### config.mk
export PLATFORM = sky130hd
export DESIGN_NAME = mem_arbiter_flat
export DESIGN_NICKNAME = d
export VERILOG_FILES = /design/src/rtl/mem_arbiter_if.sv /design/src/rtl/mem_arbiter.sv /design/src/flat_wrapper.sv
export SDC_FILE = /design/constraint.sdc
export NUM_CORES = 1
export LEC_CHECK = 0
export CORE_UTILIZATION = 29
export DETAILED_ROUTE_END_ITERATION = 8
export PLACE_DENSITY = 0.69
export SLEW_MARGIN = 20
export SYNTH_ARGS = -nofsm -noshare
export SYNTH_HDL_FRONTEND = slang
export SYNTH_SLANG_ARGS = --single-unit
### constraint.sdc
create_clock -name clk -period 1.75 [get_ports clk]
set_clock_uncertainty 0.15 [all_clocks]
set_input_delay 0.175 -clock clk [delete_from_list [all_inputs] [get_ports clk]]
set_output_delay 0.175 -clock clk [all_outputs]
set_load 0.03 [all_outputs]
### src/rtl/mem_arbiter_if.sv
// Core-side handshake bundle for mem_arbiter: instruction-fetch port and load/store data port.
interface mem_arbiter_if;
  logic        if_req;
  logic [31:0] if_addr;
  logic [31:0] if_rdata;
  logic        if_valid;
  logic        d_req;
  logic        d_we;
  logic [31:0] d_addr;
  logic [31:0] d_wdata;
  logic [31:0] d_rdata;
  logic        d_valid;

  modport slave (
    input  if_req, if_addr, d_req, d_we, d_addr, d_wdata,
    output if_rdata, if_valid, d_rdata, d_valid
  );

  modport master (
    output if_req, if_addr, d_req, d_we, d_addr, d_wdata,
    input  if_rdata, if_valid, d_rdata, d_valid
  );
endinterface

### src/rtl/mem_arbiter.sv
// Round-robin arbiter sharing one single-port, 1-cycle-latency RAM between fetch and data ports.
module mem_arbiter #(
  parameter int DEPTH_LOG2 = 10
) (
  input  logic                  clk,
  input  logic                  rst_n,
  mem_arbiter_if.slave          core,
  output logic                  mem_en_o,
  output logic                  mem_we_o,
  output logic [DEPTH_LOG2-1:0] mem_addr_o,
  output logic [31:0]           mem_wdata_o,
  input  logic [31:0]           mem_rdata_i,
  output logic                  busy_o
);

  typedef enum logic {ST_IDLE, ST_WAIT} state_t;
  typedef enum logic {PORT_IF, PORT_D} port_t;

  state_t      state_q, state_d;
  port_t       last_gnt_q, last_gnt_d;
  port_t       gnt_port_q, gnt_port_d;
  logic        gnt_store_q, gnt_store_d;
  logic        if_valid_q, if_valid_d;
  logic        d_valid_q, d_valid_d;
  logic [31:0] if_rdata_q, if_rdata_d;
  logic [31:0] d_rdata_q, d_rdata_d;

  logic if_elig;
  logic d_elig;
  logic pick_d;

  // Byte-offset and out-of-range address bits are intentionally dropped.
  logic unused_addr_bits;
  assign unused_addr_bits = ^{core.if_addr[31:DEPTH_LOG2+2], core.if_addr[1:0],
                              core.d_addr[31:DEPTH_LOG2+2], core.d_addr[1:0]};

  always_comb begin
    state_d     = state_q;
    last_gnt_d  = last_gnt_q;
    gnt_port_d  = gnt_port_q;
    gnt_store_d = gnt_store_q;
    if_valid_d  = 1'b0;
    d_valid_d   = 1'b0;
    if_rdata_d  = if_rdata_q;
    d_rdata_d   = d_rdata_q;
    mem_en_o    = 1'b0;
    mem_we_o    = 1'b0;
    mem_addr_o  = '0;
    mem_wdata_o = '0;

    // A port whose completion pulse is up this cycle is not asking again yet.
    if_elig = core.if_req & ~if_valid_q;
    d_elig  = core.d_req & ~d_valid_q;
    pick_d  = d_elig & (~if_elig | (last_gnt_q == PORT_IF));

    case (state_q)
      ST_IDLE: begin
        if (rst_n && (if_elig || d_elig)) begin
          mem_en_o = 1'b1;
          state_d  = ST_WAIT;
          if (pick_d) begin
            mem_we_o    = core.d_we;
            mem_addr_o  = core.d_addr[DEPTH_LOG2+1:2];
            mem_wdata_o = core.d_wdata;
            gnt_port_d  = PORT_D;
            last_gnt_d  = PORT_D;
            gnt_store_d = core.d_we;
          end else begin
            mem_addr_o  = core.if_addr[DEPTH_LOG2+1:2];
            gnt_port_d  = PORT_IF;
            last_gnt_d  = PORT_IF;
            gnt_store_d = 1'b0;
          end
        end
      end
      ST_WAIT: begin
        state_d = ST_IDLE;
        if (gnt_port_q == PORT_IF) begin
          if_valid_d = 1'b1;
          if_rdata_d = mem_rdata_i;
        end else begin
          d_valid_d = 1'b1;
          if (!gnt_store_q) begin
            d_rdata_d = mem_rdata_i;
          end
        end
      end
    endcase
  end

  always_ff @(posedge clk or negedge rst_n) begin
    if (!rst_n) begin
      state_q     <= ST_IDLE;
      last_gnt_q  <= PORT_D;
      gnt_port_q  <= PORT_IF;
      gnt_store_q <= 1'b0;
      if_valid_q  <= 1'b0;
      d_valid_q   <= 1'b0;
      if_rdata_q  <= '0;
      d_rdata_q   <= '0;
    end else begin
      state_q     <= state_d;
      last_gnt_q  <= last_gnt_d;
      gnt_port_q  <= gnt_port_d;
      gnt_store_q <= gnt_store_d;
      if_valid_q  <= if_valid_d;
      d_valid_q   <= d_valid_d;
      if_rdata_q  <= if_rdata_d;
      d_rdata_q   <= d_rdata_d;
    end
  end

  assign core.if_valid = if_valid_q;
  assign core.d_valid  = d_valid_q;
  assign core.if_rdata = if_rdata_q;
  assign core.d_rdata  = d_rdata_q;
  assign busy_o        = (state_q == ST_WAIT);

endmodule
### src/flat_wrapper.sv
// flat-port wrapper written by rule: the top's interface ports become plain ports
module mem_arbiter_flat 
#(
  parameter int DEPTH_LOG2 = 10
)
  (clk, rst_n, mem_en_o, mem_we_o, mem_addr_o, mem_wdata_o, mem_rdata_i, busy_o, core_if_req, core_if_addr, core_d_req, core_d_we, core_d_addr, core_d_wdata, core_if_rdata, core_if_valid, core_d_rdata, core_d_valid);
  mem_arbiter_if core_i ();
  input  logic clk;
  input  logic rst_n;
  output logic mem_en_o;
  output logic mem_we_o;
  output logic [DEPTH_LOG2-1:0] mem_addr_o;
  output logic [31:0] mem_wdata_o;
  input  logic [31:0] mem_rdata_i;
  output logic busy_o;
  input wire logic [$bits(core_i.if_req)-1:0] core_if_req;
  input wire logic [$bits(core_i.if_addr)-1:0] core_if_addr;
  input wire logic [$bits(core_i.d_req)-1:0] core_d_req;
  input wire logic [$bits(core_i.d_we)-1:0] core_d_we;
  input wire logic [$bits(core_i.d_addr)-1:0] core_d_addr;
  input wire logic [$bits(core_i.d_wdata)-1:0] core_d_wdata;
  output wire logic [$bits(core_i.if_rdata)-1:0] core_if_rdata;
  output wire logic [$bits(core_i.if_valid)-1:0] core_if_valid;
  output wire logic [$bits(core_i.d_rdata)-1:0] core_d_rdata;
  output wire logic [$bits(core_i.d_valid)-1:0] core_d_valid;
  assign core_i.if_req = core_if_req;
  assign core_i.if_addr = core_if_addr;
  assign core_i.d_req = core_d_req;
  assign core_i.d_we = core_d_we;
  assign core_i.d_addr = core_d_addr;
  assign core_i.d_wdata = core_d_wdata;
  assign core_if_rdata = core_i.if_rdata;
  assign core_if_valid = core_i.if_valid;
  assign core_d_rdata = core_i.d_rdata;
  assign core_d_valid = core_i.d_valid;
  mem_arbiter #(.DEPTH_LOG2(DEPTH_LOG2)) u_core (.clk(clk), .rst_n(rst_n), .core(core_i), .mem_en_o(mem_en_o), .mem_we_o(mem_we_o), .mem_addr_o(mem_addr_o), .mem_wdata_o(mem_wdata_o), .mem_rdata_i(mem_rdata_i), .busy_o(busy_o));
endmodule
Word level (Yosys, flattened, before mapping). Cells that the tools add are included.

Register bits: 70. Latch bits: 0. Bits in writable memories: 0. Bits in read-only memories: 0. Bits of input ports: 133. Output and inout port bits: 111. Word-level logic and storage cells: 41. Memories kept: 0.

Add/sub/neg operators: 0. Multipliers: 0. Divide/modulo/power cells: 0. $lt $le $gt $ge: 0. Equal/unequal tests: 0. Shift-type cells: 0. Multiplexer cells: 17. Bitwise gates (word level): 11. Reduce and logical (&&, ||, !) cells: 5.

Operators by type and width (number): 32-bit 2-to-1 mux (3); 10-bit 2-to-1 mux (3); 1-bit 2-to-1 mux (10); 1-bit NOT (7); 2-bit AND reduction (2); 1-bit bitwise AND (3); 3-bit AND reduction (1); 1-bit one-hot mux with 2 select lines (1); 1-bit logical AND (1); 1-bit logical OR (1); 1-bit bitwise OR (1).

Depth between registers and ports, before layout. Gate-level depths: netlist of the first run.

Depth after elaboration: 8. Depth in mapped cells: 5. Mapped depth without buffers: 3.

Worst setup path after synthesis of the first run. No wires, ideal clock.

Path type: register -> output. Start: register u_core.d_valid_q (netlist: u_core.core.d_valid). End: output mem_addr_o[0]. Arrival time: 1560 ps. Data required time: 1425 ps. Setup slack: -135 ps. Stages on the path, launching flop included: 5. Path buffers: 1. Path through: dfrtp_1 > nor2b_1 > clkbuf_1 > nand3_1 > a21oi_1.

Cells in the longest elaborated chain, start to end: 6. Elaborated cells on any way between the ends: 8. Those cells by class: mux (3); bitwise (3); reduce/logical (2).

Ends and longest elaborated chain: start: declaration (RTL line mem_arbiter.sv:24) `logic d_valid_q, d_valid_d;`; start signal: assignment (RTL line mem_arbiter.sv:107) `d_valid_q <= d_valid_d;`; 1-bit NOT * (RTL line mem_arbiter.sv:53) `d_elig = core.d_req & ~d_valid_q;`; 1-bit bitwise AND * (RTL line mem_arbiter.sv:53); 1-bit bitwise AND or 1-bit logical OR (tied branches) (RTL line mem_arbiter.sv:54, mem_arbiter.sv:58); 10-bit 2-to-1 mux or 1-bit logical AND (tied branches) (RTL line mem_arbiter.sv:61, mem_arbiter.sv:58); 10-bit 2-to-1 mux * (RTL line mem_arbiter.sv:58) `if (rst_n && (if_elig || d_elig)) begin`; 10-bit 2-to-1 mux * (RTL line mem_arbiter.sv:56) `case (state_q)`; end: declaration (RTL line flat_wrapper.sv:12) `output logic [DEPTH_LOG2-1:0] mem_addr_o;`.

Mark *: on every way between the ends. The rest lies on a longest branch, timed or not.

Worst setup path after layout of the first run.
Start: register u_core.if_valid_q (netlist: u_core.core.if_valid). End: output mem_wdata_o[27].

Cells in the longest elaborated chain, start to end: 8. Elaborated cells on any way between the ends: 10. Those cells by class: mux (3); bitwise (5); reduce/logical (2).

Ends and longest elaborated chain: start: declaration (RTL line mem_arbiter.sv:23) `logic if_valid_q, if_valid_d;`; start signal: assignment (RTL line mem_arbiter.sv:106) `if_valid_q <= if_valid_d;`; 1-bit NOT * (RTL line mem_arbiter.sv:52) `if_elig = core.if_req & ~if_valid_q;`; 1-bit bitwise AND * (RTL line mem_arbiter.sv:52); 1-bit NOT (RTL line mem_arbiter.sv:54) `pick_d = d_elig & (~if_elig | (last_gnt_q == PORT_IF));`; 1-bit bitwise OR (RTL line mem_arbiter.sv:54); 1-bit bitwise AND (RTL line mem_arbiter.sv:54); 32-bit 2-to-1 mux (RTL line mem_arbiter.sv:61) `if (pick_d) begin`; 32-bit 2-to-1 mux * (RTL line mem_arbiter.sv:58); 32-bit 2-to-1 mux * (RTL line mem_arbiter.sv:56); end: declaration (RTL line flat_wrapper.sv:13) `output logic [31:0] mem_wdata_o;`.

Marks and branches as above.

==> results of run 1 <==
[worst min path at each step]
stage | startpoint | endpoint | slack, ns | depth (start not counted)
CTS | rst_n | u_core.busy_o$_DFF_PN0_ | 0.19 | 4
finish | rst_n | u_core.busy_o$_DFF_PN0_ | 0.21 | 4
global route | rst_n | u_core.busy_o$_DFF_PN0_ | 0.24 | 4
global placement | u_core.core.if_rdata[4]$_DFFE_PN0P_ | u_core.core.if_rdata[4]$_DFFE_PN0P_ | 0.32 | 1
detailed placement | u_core.core.if_rdata[6]$_DFFE_PN0P_ | u_core.core.if_rdata[6]$_DFFE_PN0P_ | 0.33 | 1
floorplan | rst_n | u_core.busy_o$_DFF_PN0_ | -0.27 | 0
[synthesized netlist by cell type]
cell,number
and2_4,1
o21ai_0,10
buf_12,3
dfstp_2,1
dfrtp_1,69
and3b_1,1
nand3b_1,1
mux2_4,30
buf_6,1
a21oi_1,10
inv_1,1
nor2b_1,4
and2_1,33
nand3_1,10
buf_2,6
a21o_1,2
mux2_2,3
o21ai_1,1
clkbuf_1,4
a22o_1,1
and3_1,1
nand2b_1,1
nand2b_2,1
buf_4,3
mux2_1,31
[power breakdown]
group	internal [W]	leakage, nW	switching, W	total, W
logic	0.00225	1.89	0.00243	0.00468
clock network	0.000503	0.0813	0.000620	0.00112
registers	0.00235	0.824	0.000390	0.00274
total	0.00510	2.80	0.00344	0.00854
[cell usage in the layout, fill, tap and decap left out, types with 7 or more instances in the layout]
| cell type | netlist | layout |
|---|---|---|
| buf_6 | 1 | 47 |
| dlymetal6s2s_1 | 0 | 26 |
| mux2_4 | 30 | 30 |
| nand3_1 | 10 | 8 |
| a21oi_2 | 0 | 9 |
| buf_4 | 3 | 12 |
| clkdlybuf4s50_1 | 0 | 124 |
| and2_1 | 33 | 31 |
| dfrtp_1 | 69 | 69 |
| mux2_1 | 31 | 31 |
| o21ai_2 | 0 | 7 |
| clkbuf_8 | 0 | 9 |
[through the flow]
stage / TNS [ns] / cell area (sq um)
6_report: -9.39 / 5850
2_1_floorplan: -0.0101 / 3230
3_3_place_gp: -10.11 / 5320
4_1_cts: -9.45 / 5700
5_1_grt: -12.26 / 5850
3_5_place_dp: -11.15 / 5320
[what timing repair did]
action	4_1_cts	5_1_grt
resized for setup	71	45
endpoints found under the setup margin	48	70
pin swaps	6	10
hold endpoints to repair	69	0
buffers inserted	2	1
hold buffers	1	0
cloned	1	0
[logic make-up (layout without fill, tap and decap cells)]
kind of cell	Yosys count	in the layout	synth area share [%]
muxes	64	64	26.2
and+or+nand+nor	53	53	10.3
buffers and inverters	18	236	4.48
AOI/OAI and AO/OA	24	24	4.05
DFF	70	70	55.0
[area by class of cell]
cell class	instances	area, sq um
inverter	1	3.75
timing repair buffer	220	2320
tap	136	170
clock inverter	6	38.8
clock buffer	9	124
sequential	70	1750
multi-input combinational	141	1440
fill	869	4660
[flip-flops by register name (all words and copies together), names as in the netlist]
register,count
u_core.busy_o,1
u_core.core.if_valid,1
u_core.core.if_rdata,32
u_core.core.d_rdata,32
u_core.core.d_valid,1
u_core.last_gnt_q,1
u_core.gnt_store_q,1
u_core.gnt_port_q,1
[metal layers]
layer  share of wire [%]  vias to the layer above
li1                    -                     1213
met1                  38                     1286
met2                  52                      120
met3                 9.4                        8
met4                0.74                        0
met5                   0                        -
[worst max-delay path, cell delays in order, from the launching register on]
cell and delay, ns:
dfrtp_1 0.39, buf_6 0.12, nand3b_1 0.17, and3_4 0.18, buf_12 0.15, and2_1 0.17, buf_6 0.14
==> metrics.yaml, run 1 <==
status:
  status: "finished with violations"
  violations: "negative setup slack"
placed_design:
  gp_congestion: 0.753
  portBuffers: 199
  pre_cts_slack_ns: -0.295
  dp_cells: 563
  dp_hpwl_um: 6520
clock_tree:
  cts_root_buffer: "clkbuf_8"
  cts_max_path_buffers: 2
  cts_max_level: 3
  clkLatencyLatePin_ns: 0.33
  clk_pin_slew_worst_paths_ns: 0.07
  numClockSinks: 70
  cts_buffers: 9
  cts_tree: "done"
worst_setup_path:
  critPathMaxFanout: 32
  cp-endpoint: "mem_wdata_o[27]"
  end_kind: "primary output"
  worstPathArrival_ns: 1.66
  worstSetupPathType: "register to primary output"
  crit_path_start_kind: "register"
  r2r_cells: 5
  cp_data_required_time_ns: 1.42
  reg2reg_slack_ns: 0.09
  worstReg2RegEnd: "u_core.core.d_rdata[3]$_DFFE_PN0P_"
  startpoint: "u_core.core.if_valid$_DFF_PN0_"
  timing.rr.start: "u_core.busy_o$_DFF_PN0_"
logic_synthesis:
  yosysWarnings: 0
  ys_seq_area_share_pct: 55.0
  synth_cells: 229
  syn_avg_cell_area_sq_um: 13.9
  syn_area_sq_um: 3190
  ys_seq_elements: 70
  synth_top_cells_by_area: "dfrtp_1 54%, mux2_4 14%, mux2_1 11%"
  synth_nets: 362
  synth_largest_area_cell: "dfrtp_1"
  synth_cell_types: 25
  synth_top_area_share_pct: 54.2
grt:
  met1_usage_pct: 17.2
  antenna_found_initial: 0
  grt_util_met2_pct: 28.9
  grt_pass1_vias: 2769
  grt_start_max_net_pins: 71
  grt_pass1_wl_um: 13900
  busiest_layer: "met2"
  grtUsageMet3_pct: 5.71
  track_usage_pct: 15.8
  grt-ovfl-total: 0
timing:
  report.final.slew_viol_count: 0
  hold_slack_ns: 0.209
  period_share_pct: 114
  slew_headroom_pct: 40.5
  clock.fmax_ghz: 0.503
  finalSetupViolCount: 43
  fin_ws_ns: -0.239
  hold_viol: 0
  grt_setup_unrepaired: "true"
  worstMarginPinSlew_ns: 0.893
  min_period_ns: 1.99
route:
  drt_first_pass_iters: 4
  viasPerCell: 4.51
  vias: 2627
  drc: 0
  ant_nets: 0
  drt-initial-drc-count: 63
  wl_per_cell_um: 15.8
  wl_um: 9190
floorplanning:
  fp.dieArea_sq_um: 11400
  die_h_um: 107
  coreArea_sq_um: 10500
  io_pins: 244
  dieWidth_um: 107
  initial_core_util_pct: 30.3
  num_rows: 37
power_and_ir_drop:
  leakagePower_nw: 2.80
  p_per_area_nw_per_um2: 1460
  fin_total_pwr_w: 0.00854
  vdd_drop_max_mv: 0.878
final_layout:
  drive_gt1_share_pct: 32.7
  final_nets: 576
  syn2layout_area_growth_pct: 83.5
  fin_util_pct: 55.6
  stdcell_count: 583
  antennaDiodeCount: 0
min_path:
  hold_path.class: "primary input to register"
job:
  cap_viol_max_count: 0
No activity file was read; power rests on OpenSTA's default activity.
==> run 2: changes to the inputs <==
- clock period: 1.75 -> 2 ns (I/O delays scaled with it)
==> run 2 against run 1 <==
Net effect: the run still ends with negative setup slack left; flip-flop and latch count unchanged; global-route usage up 1.2 points; count of clock-buffer cells in the layout up 1; combinational power down 12%; via count up 0.88%; sequential share of layout area up 0.44 points; critical endpoint is now mem_wdata_o[1]; largest cell class unchanged.
==> metrics.yaml, run 2 (synthesis gave the netlist of run 1 again) <==
floorplanning:
  fp.dieArea_sq_um: 11400  # unchanged
  dieWidth_um: 107  # unchanged
  coreArea_sq_um: 10500  # unchanged
  num_rows: 37  # unchanged
  io_pins: 244  # unchanged
  initial_core_util_pct: 30.3  # unchanged
  die_h_um: 107  # unchanged
power_and_ir_drop:
  vdd_drop_max_mv: 0.834  # -5.0%
  p_per_area_nw_per_um2: 1310  # -10%
  leakagePower_nw: 2.54  # -9.1%
route:
  wl_met3_um: 949  # +9.8%
  drt-initial-drc-count: 106  # +68%
  top_layer_used: "met4"
  drt_first_pass_iters: 4  # unchanged
  wl_um: 9890  # +7.7%
  viasPerCell: 4.57  # +1.4%
  met1_length_um: 3650  # +4.4%
  wl_per_cell_um: 17.1  # +8.2%
  wl_met2_um: 5070  # +6.5%
  drc: 0  # unchanged
  ant_nets: 0  # unchanged
  vias: 2650  # +0.88%
grt:
  grt_pass1_wl_um: 14800  # +6.1%
  grt_start_max_net_pins: 71  # unchanged
  track_usage_pct: 17.0  # +1.2 points
  antenna_found_initial: 0  # unchanged
  grt-ovfl-total: 0  # unchanged
  grt_pass1_vias: 2818  # +1.8%
worst_setup_path:
  path_delay_family: "flip-flops"
  crit_buf_inv: 2  # -1
  end_kind: "primary output"
  r2r_cells: 5  # unchanged
  slowest_delay_ns: 0.56  # +0.17 ns
  cp_data_required_time_ns: 1.65  # +0.23 ns
  critPathMaxFanout: 24  # -25%
  reg2reg_slack_ns: 0.30  # +0.21 ns
  worstReg2RegEnd: "u_core.core.d_rdata[2]$_DFFE_PN0P_"
  crit_chain: "nand3b_1 -> and3_4 -> buf_12 -> and2_4 -> buf_6"
  slowest_stage: "dfstp_2"
  crit_path_start_kind: "register"
  worstSetupPathType: "register to primary output"
  timing.rr.start: "u_core.busy_o$_DFF_PN0_"
  worstPathArrival_ns: 1.68  # +0.02 ns
placed_design:
  dp_hpwl_um: 6860  # +5.2%
  portBuffers: 199  # unchanged
  gp_congestion: 0.699  # -7.2%
final_layout:
  regArea_sq_um: 1750  # unchanged
  syn2layout_area_growth_pct: 80.9
  fill_cells: 909  # +4.6%
  drive_gt1_share_pct: 33.8  # +1.1 points
  final_nets: 572  # -0.69%
  final_cell_mix: "154 x clkdlybuf4s50_1, 69 x dfrtp_1, 31 x mux2_1, 31 x buf_6, 30 x mux2_4"
  fin_util_pct: 54.8  # -0.81 points
  antennaDiodeCount: 0  # unchanged
  mostFrequentLayoutCell: "clkdlybuf4s50_1"
  multi_input_area_sq_um: 1410  # -1.6%
clock_tree:
  clkLatencyLatePin_ns: 0.33  # about the same
  numClockSinks: 70  # unchanged
  cts_max_path_buffers: 2  # unchanged
  clk_pin_slew_worst_paths_ns: 0.08  # about the same
  cts_root_buffer: "clkbuf_8"
  cts_buffers: 9  # unchanged
  cts_max_level: 3  # unchanged
  cts_tree: "done"
job:
  cap_viol_max_count: 0  # unchanged
timing:
  clock.fmax_ghz: 0.492
  worstMarginPinSlew_ns: 0.905  # +0.0118 ns
  min_period_ns: 2.03
  hold_slack_ns: 0.291  # +0.0821 ns
  period_share_pct: 102
  hold_viol: 0  # unchanged
  slew_headroom_pct: 39.7  # -0.79 points
  finalSetupViolCount: 29  # -33%
  grt_setup_unrepaired: "true"
  fin_ws_ns: -0.0318  # +0.207 ns
  report.final.slew_viol_count: 0  # unchanged
status:
  violations: "negative setup slack"
  status: "finished with violations"
min_path:
  hold_path.class: "primary input to register"
  min_from: "rst_n"
  hold_path_end: "u_core.busy_o$_DFF_PN0_"
  holdPathStages: 5  # +1
run 2: final cells by class:
type / instances / share of cell area, %
Tap cell: 136 / 2.95
Clock buffer: 10 / 2.39
Clock inverter: 6 / 0.782
Multi-Input combinational cell: 142 / 24.5
Sequential cell: 70 / 30.4
Inverter: 1 / 0.0651
Timing Repair Buffer: 215 / 38.8
run 2: where the power goes:
part | leakage, nW | total, W | internal, W | switching [W]
combinational | 1.63 | 0.00411 | 0.00201 | 0.00210
sequential | 0.824 | 0.00240 | 0.00205 | 0.000347
clock | 0.0849 | 0.00106 | 0.000488 | 0.000569
total | 2.54 | 0.00757 | 0.00455 | 0.00302
run 2: what timing repair did:
item | in CTS | in global routing
pin swaps | 5 | 2
cloned | 0 | 2
hold buffers | 1 | 0
hold endpoints to repair | 69 | 0
setup endpoints to repair | 43 | 43
gates resized for setup | 47 | 27
setup buffers | 2 | 3
run 2: layer usage:
layer | up-vias | global-route usage (%)
met1 | 1292 | 17.9
met2 | 135 | 30.8
met5 | - | 0
li1 | 1205 | -
met4 | 0 | 5.28
met3 | 18 | 6.99
run 2: worst min-delay path: cells and delay by family:
kind                   cells  cell delay, ns
AOI/OAI and AO/OA          1            0.08
buffers and inverters      3            0.29
and+or+nand+nor            1            0.16
run 2: through the flow:
| stage | setup TNS (ns) | power, W | std cells | setup slack (ns) | instance area [sq um] |
|---|---|---|---|---|---|
| 3_3_place_gp | 0 | 0.00639 | 557 | 0.0342 | 5300 |
| 2_1_floorplan | 0 | 0.00465 | 229 | 0.0900 | 3190 |
| 3_5_place_dp | 0 | 0.00646 | 557 | 0.0134 | 5300 |
| 4_1_cts | -0.225 | 0.00761 | 576 | -0.0161 | 5660 |
| 5_1_grt | -2.74 | 0.00795 | 580 | -0.0949 | 5760 |
| 6_report | -0.571 | 0.00757 | 580 | -0.0318 | 5760 |
run 2: worst max path at each step:
| stage | from | to | slack (ns) | cells after the start |
|---|---|---|---|---|
| final | u_core.last_gnt_q$_DFFE_PN1P_ | mem_wdata_o[1] | -0.03 | 5 |
| after global placement | core_d_req | mem_wdata_o[9] | 0.03 | 6 |
| after detailed placement | core_d_req | mem_wdata_o[28] | 0.01 | 6 |
| after floorplan | u_core.core.d_valid$_DFF_PN0_ | mem_addr_o[0] | 0.09 | 4 |
| after global routing | u_core.last_gnt_q$_DFFE_PN1P_ | mem_wdata_o[16] | -0.09 | 5 |
| after CTS | u_core.last_gnt_q$_DFFE_PN1P_ | mem_wdata_o[20] | -0.02 | 5 |
==> run 3: changes to the inputs <==
- TNS_END_PERCENT: default -> 20
==> run 3 against run 2 <==
Net effect: the flow still finishes with violations (negative setup slack); register-to-register slack gained 0.09 ns; cell count shrank 0.69%; fmax increased by 0.85%; via count down 0.49%; clock power hardly changed; largest cell class unchanged; largest power group unchanged; utilization fell by 0.14 points.
==> metrics.yaml, run 3 (synthesis gave the netlist of run 1 again) <==
placed_design:
  gp_congestion: 0.699  # unchanged
  pre_cts_slack_ns: 0.0134  # unchanged
  place_area_sq_um: 5300  # unchanged
  portBuffers: 199  # unchanged
  dp_hpwl_um: 6860  # unchanged
power_and_ir_drop:
  p_sw_share_pct: 39.9  # about the same
  pwr-share-clk_pct: 14.0  # about the same
  p_int_w: 0.00454  # -0.11%
  p_sw_w: 0.00301  # -0.12%
  power_frac_seq_pct: 31.7  # about the same
  p_comb_share_pct: 54.3  # about the same
  fin_total_pwr_w: 0.00756  # -0.11%
  leakagePower_nw: 2.53  # -0.62%
  p_per_area_nw_per_um2: 1310  # +0.15%
  vdd_drop_max_mv: 0.834  # about the same
worst_setup_path:
  worstSetupPathType: "register to primary output"
  worstPathArrival_ns: 1.66  # -0.02 ns
  cp_data_required_time_ns: 1.65  # about the same
  end_kind: "primary output"
  critPathMaxFanout: 24  # unchanged
  slowest_delay_ns: 0.56  # about the same
  slowest_stage: "dfstp_2"
  crit_chain: "nand3b_1 -> and3_4 -> buf_12 -> and2_1 -> buf_6"
  r2r_cells: 4  # -1
  crit_path_start_kind: "register"
job:
  cap_viol_max_count: 0  # unchanged
timing:
  hold_slack_ns: 0.280  # -0.0117 ns
  finalSetupViolCount: 16  # -45%
  fin_ws_ns: -0.0146  # +0.0172 ns
  report.final.slew_viol_count: 0  # unchanged
  clock.fmax_ghz: 0.496  # +0.85%
  min_period_ns: 2.01  # -0.0172 ns
  setup_tns_ns: -0.140  # +0.431 ns
  slew_headroom_pct: 39.4  # -0.33 points
  period_share_pct: 101  # -0.86 points
  hold_viol: 0  # unchanged
  worstMarginPinSlew_ns: 0.910  # +0.00499 ns
  grt_setup_unrepaired: "true"
final_layout:
  fill_cells: 913  # +0.44%
  syn2layout_area_growth_pct: 80.4
  mostFrequentLayoutCell: "clkdlybuf4s50_1"
  final_nets: 568  # -0.70%
  antennaDiodeCount: 0  # unchanged
  regArea_sq_um: 1750  # unchanged
  drive_gt1_share_pct: 33.0  # -0.83 points
  fin_area_sq_um: 5750  # -0.26%
  final_cell_mix: "154 x clkdlybuf4s50_1, 69 x dfrtp_1, 35 x buf_6"
  multi_input_area_sq_um: 1410  # -0.18%
clock_tree:
  cts_max_level: 3  # unchanged
  cts_max_path_buffers: 2  # unchanged
  numClockSinks: 70  # unchanged
  clk_pin_slew_worst_paths_ns: 0.08  # about the same
  clkLatencyLatePin_ns: 0.34  # about the same
  cts_tree: "done"
  cts_root_buffer: "clkbuf_8"
  cts_buffers: 9  # unchanged
floorplanning:
  die_h_um: 107  # unchanged
  num_rows: 37  # unchanged
  coreArea_sq_um: 10500  # unchanged
  initial_core_util_pct: 30.3  # unchanged
  fp.dieArea_sq_um: 11400  # unchanged
  dieWidth_um: 107  # unchanged
  io_pins: 244  # unchanged
route:
  ant_nets: 0  # unchanged
  vias: 2637  # -0.49%
  viasPerCell: 4.58  # +0.20%
  drt-initial-drc-count: 128  # +21%
  drc: 0  # unchanged
  drt_first_pass_iters: 4  # unchanged
  wl_per_cell_um: 17.1  # +0.44%
  wl_um: 9870  # -0.25%
min_path:
  hold_path.class: "primary input to register"
  holdPathStages: 5  # unchanged
grt:
  antenna_found_initial: 0  # unchanged
  grt_pass1_vias: 2814  # -0.14%
  grt_start_max_net_pins: 71  # unchanged
  grt_pass1_wl_um: 14700  # -0.37%
  track_usage_pct: 17.0  # -0.066 points
  grt-ovfl-total: 0  # unchanged
status:
  violations: "negative setup slack"
  status: "finished with violations"
[run 3: changes by cell type in the layout (fill, tap and decap cells not counted), sizes merged]
cell / delta
buf: -4
[run 3: timing repair]
item,CTS,global route
hold buffers,1,0
endpoints found under the setup margin,43,43
pin swaps,9,6
endpoints found under the hold margin,69,0
buffers inserted,2,0
resized for setup,44,32
gates cloned,0,1
[run 3: path summary, 6_finish.rpt]
| check | startpoint | to | slack (ns) |
|---|---|---|---|
| min in group asynchronous | rst_n | u_core.gnt_port_q$_DFFE_PN0P_ | 0.45 |
| setup reg to reg | u_core.busy_o$_DFF_PN0_ | u_core.core.d_rdata[2]$_DFFE_PN0P_ | 0.39 |
| setup / recovery | u_core.last_gnt_q$_DFFE_PN1P_ | mem_wdata_o[15] | -0.01 |
| max in group asynchronous | rst_n | u_core.core.if_rdata[12]$_DFFE_PN0P_ | 0.62 |
| hold / removal | rst_n | u_core.busy_o$_DFF_PN0_ | 0.28 |
| hold reg to reg | u_core.core.if_rdata[24]$_DFFE_PN0P_ | u_core.core.if_rdata[24]$_DFFE_PN0P_ | 0.34 |
[run 3: layer usage]
layer / vias up / track usage, % / wire [um] / part of all wire, %
met5: - / 0 / 0 / 0
met4: 0 / 5.28 / 200 / 2.0
met3: 16 / 7.05 / 977 / 9.9
met2: 140 / 30.6 / 5020 / 51
met1: 1284 / 17.8 / 3670 / 37
li1: 1197 / - / - / -
[run 3: power by group through the flow]
stage                     clock [W]  combinational (W)  sequential [W]
after global routing        0.00116            0.00429         0.00249
after floorplan                   0            0.00102         0.00364
after global placement            0            0.00401         0.00238
after CTS                   0.00110            0.00410         0.00240
final                       0.00106            0.00410         0.00240
after detailed placement          0            0.00404         0.00241
[run 3: layout make-up]
type / instances / share of cell area, %
inverters: 1 / 0.0653
multi-input cells: 142 / 24.6
clock buffers: 10 / 2.39
clock inverters: 6 / 0.784
flip-flops and latches: 70 / 30.5
well taps: 136 / 2.96
repair buffers: 211 / 38.7
[run 3: critical path, delay by kind of cell (launching register included)]
kind / cells / cell delay [ns]
flops: 1 / 0.56
buf+inv: 2 / 0.28
simple gates: 3 / 0.48
[run 3: through the flow]
stage | std cells | utilization [%]
after floorplan | 229 | -
after global placement | 557 | 50.4
after detailed placement | 557 | 50.4
after CTS | 576 | 53.8
after global routing | 576 | 54.7
final | 576 | 54.7
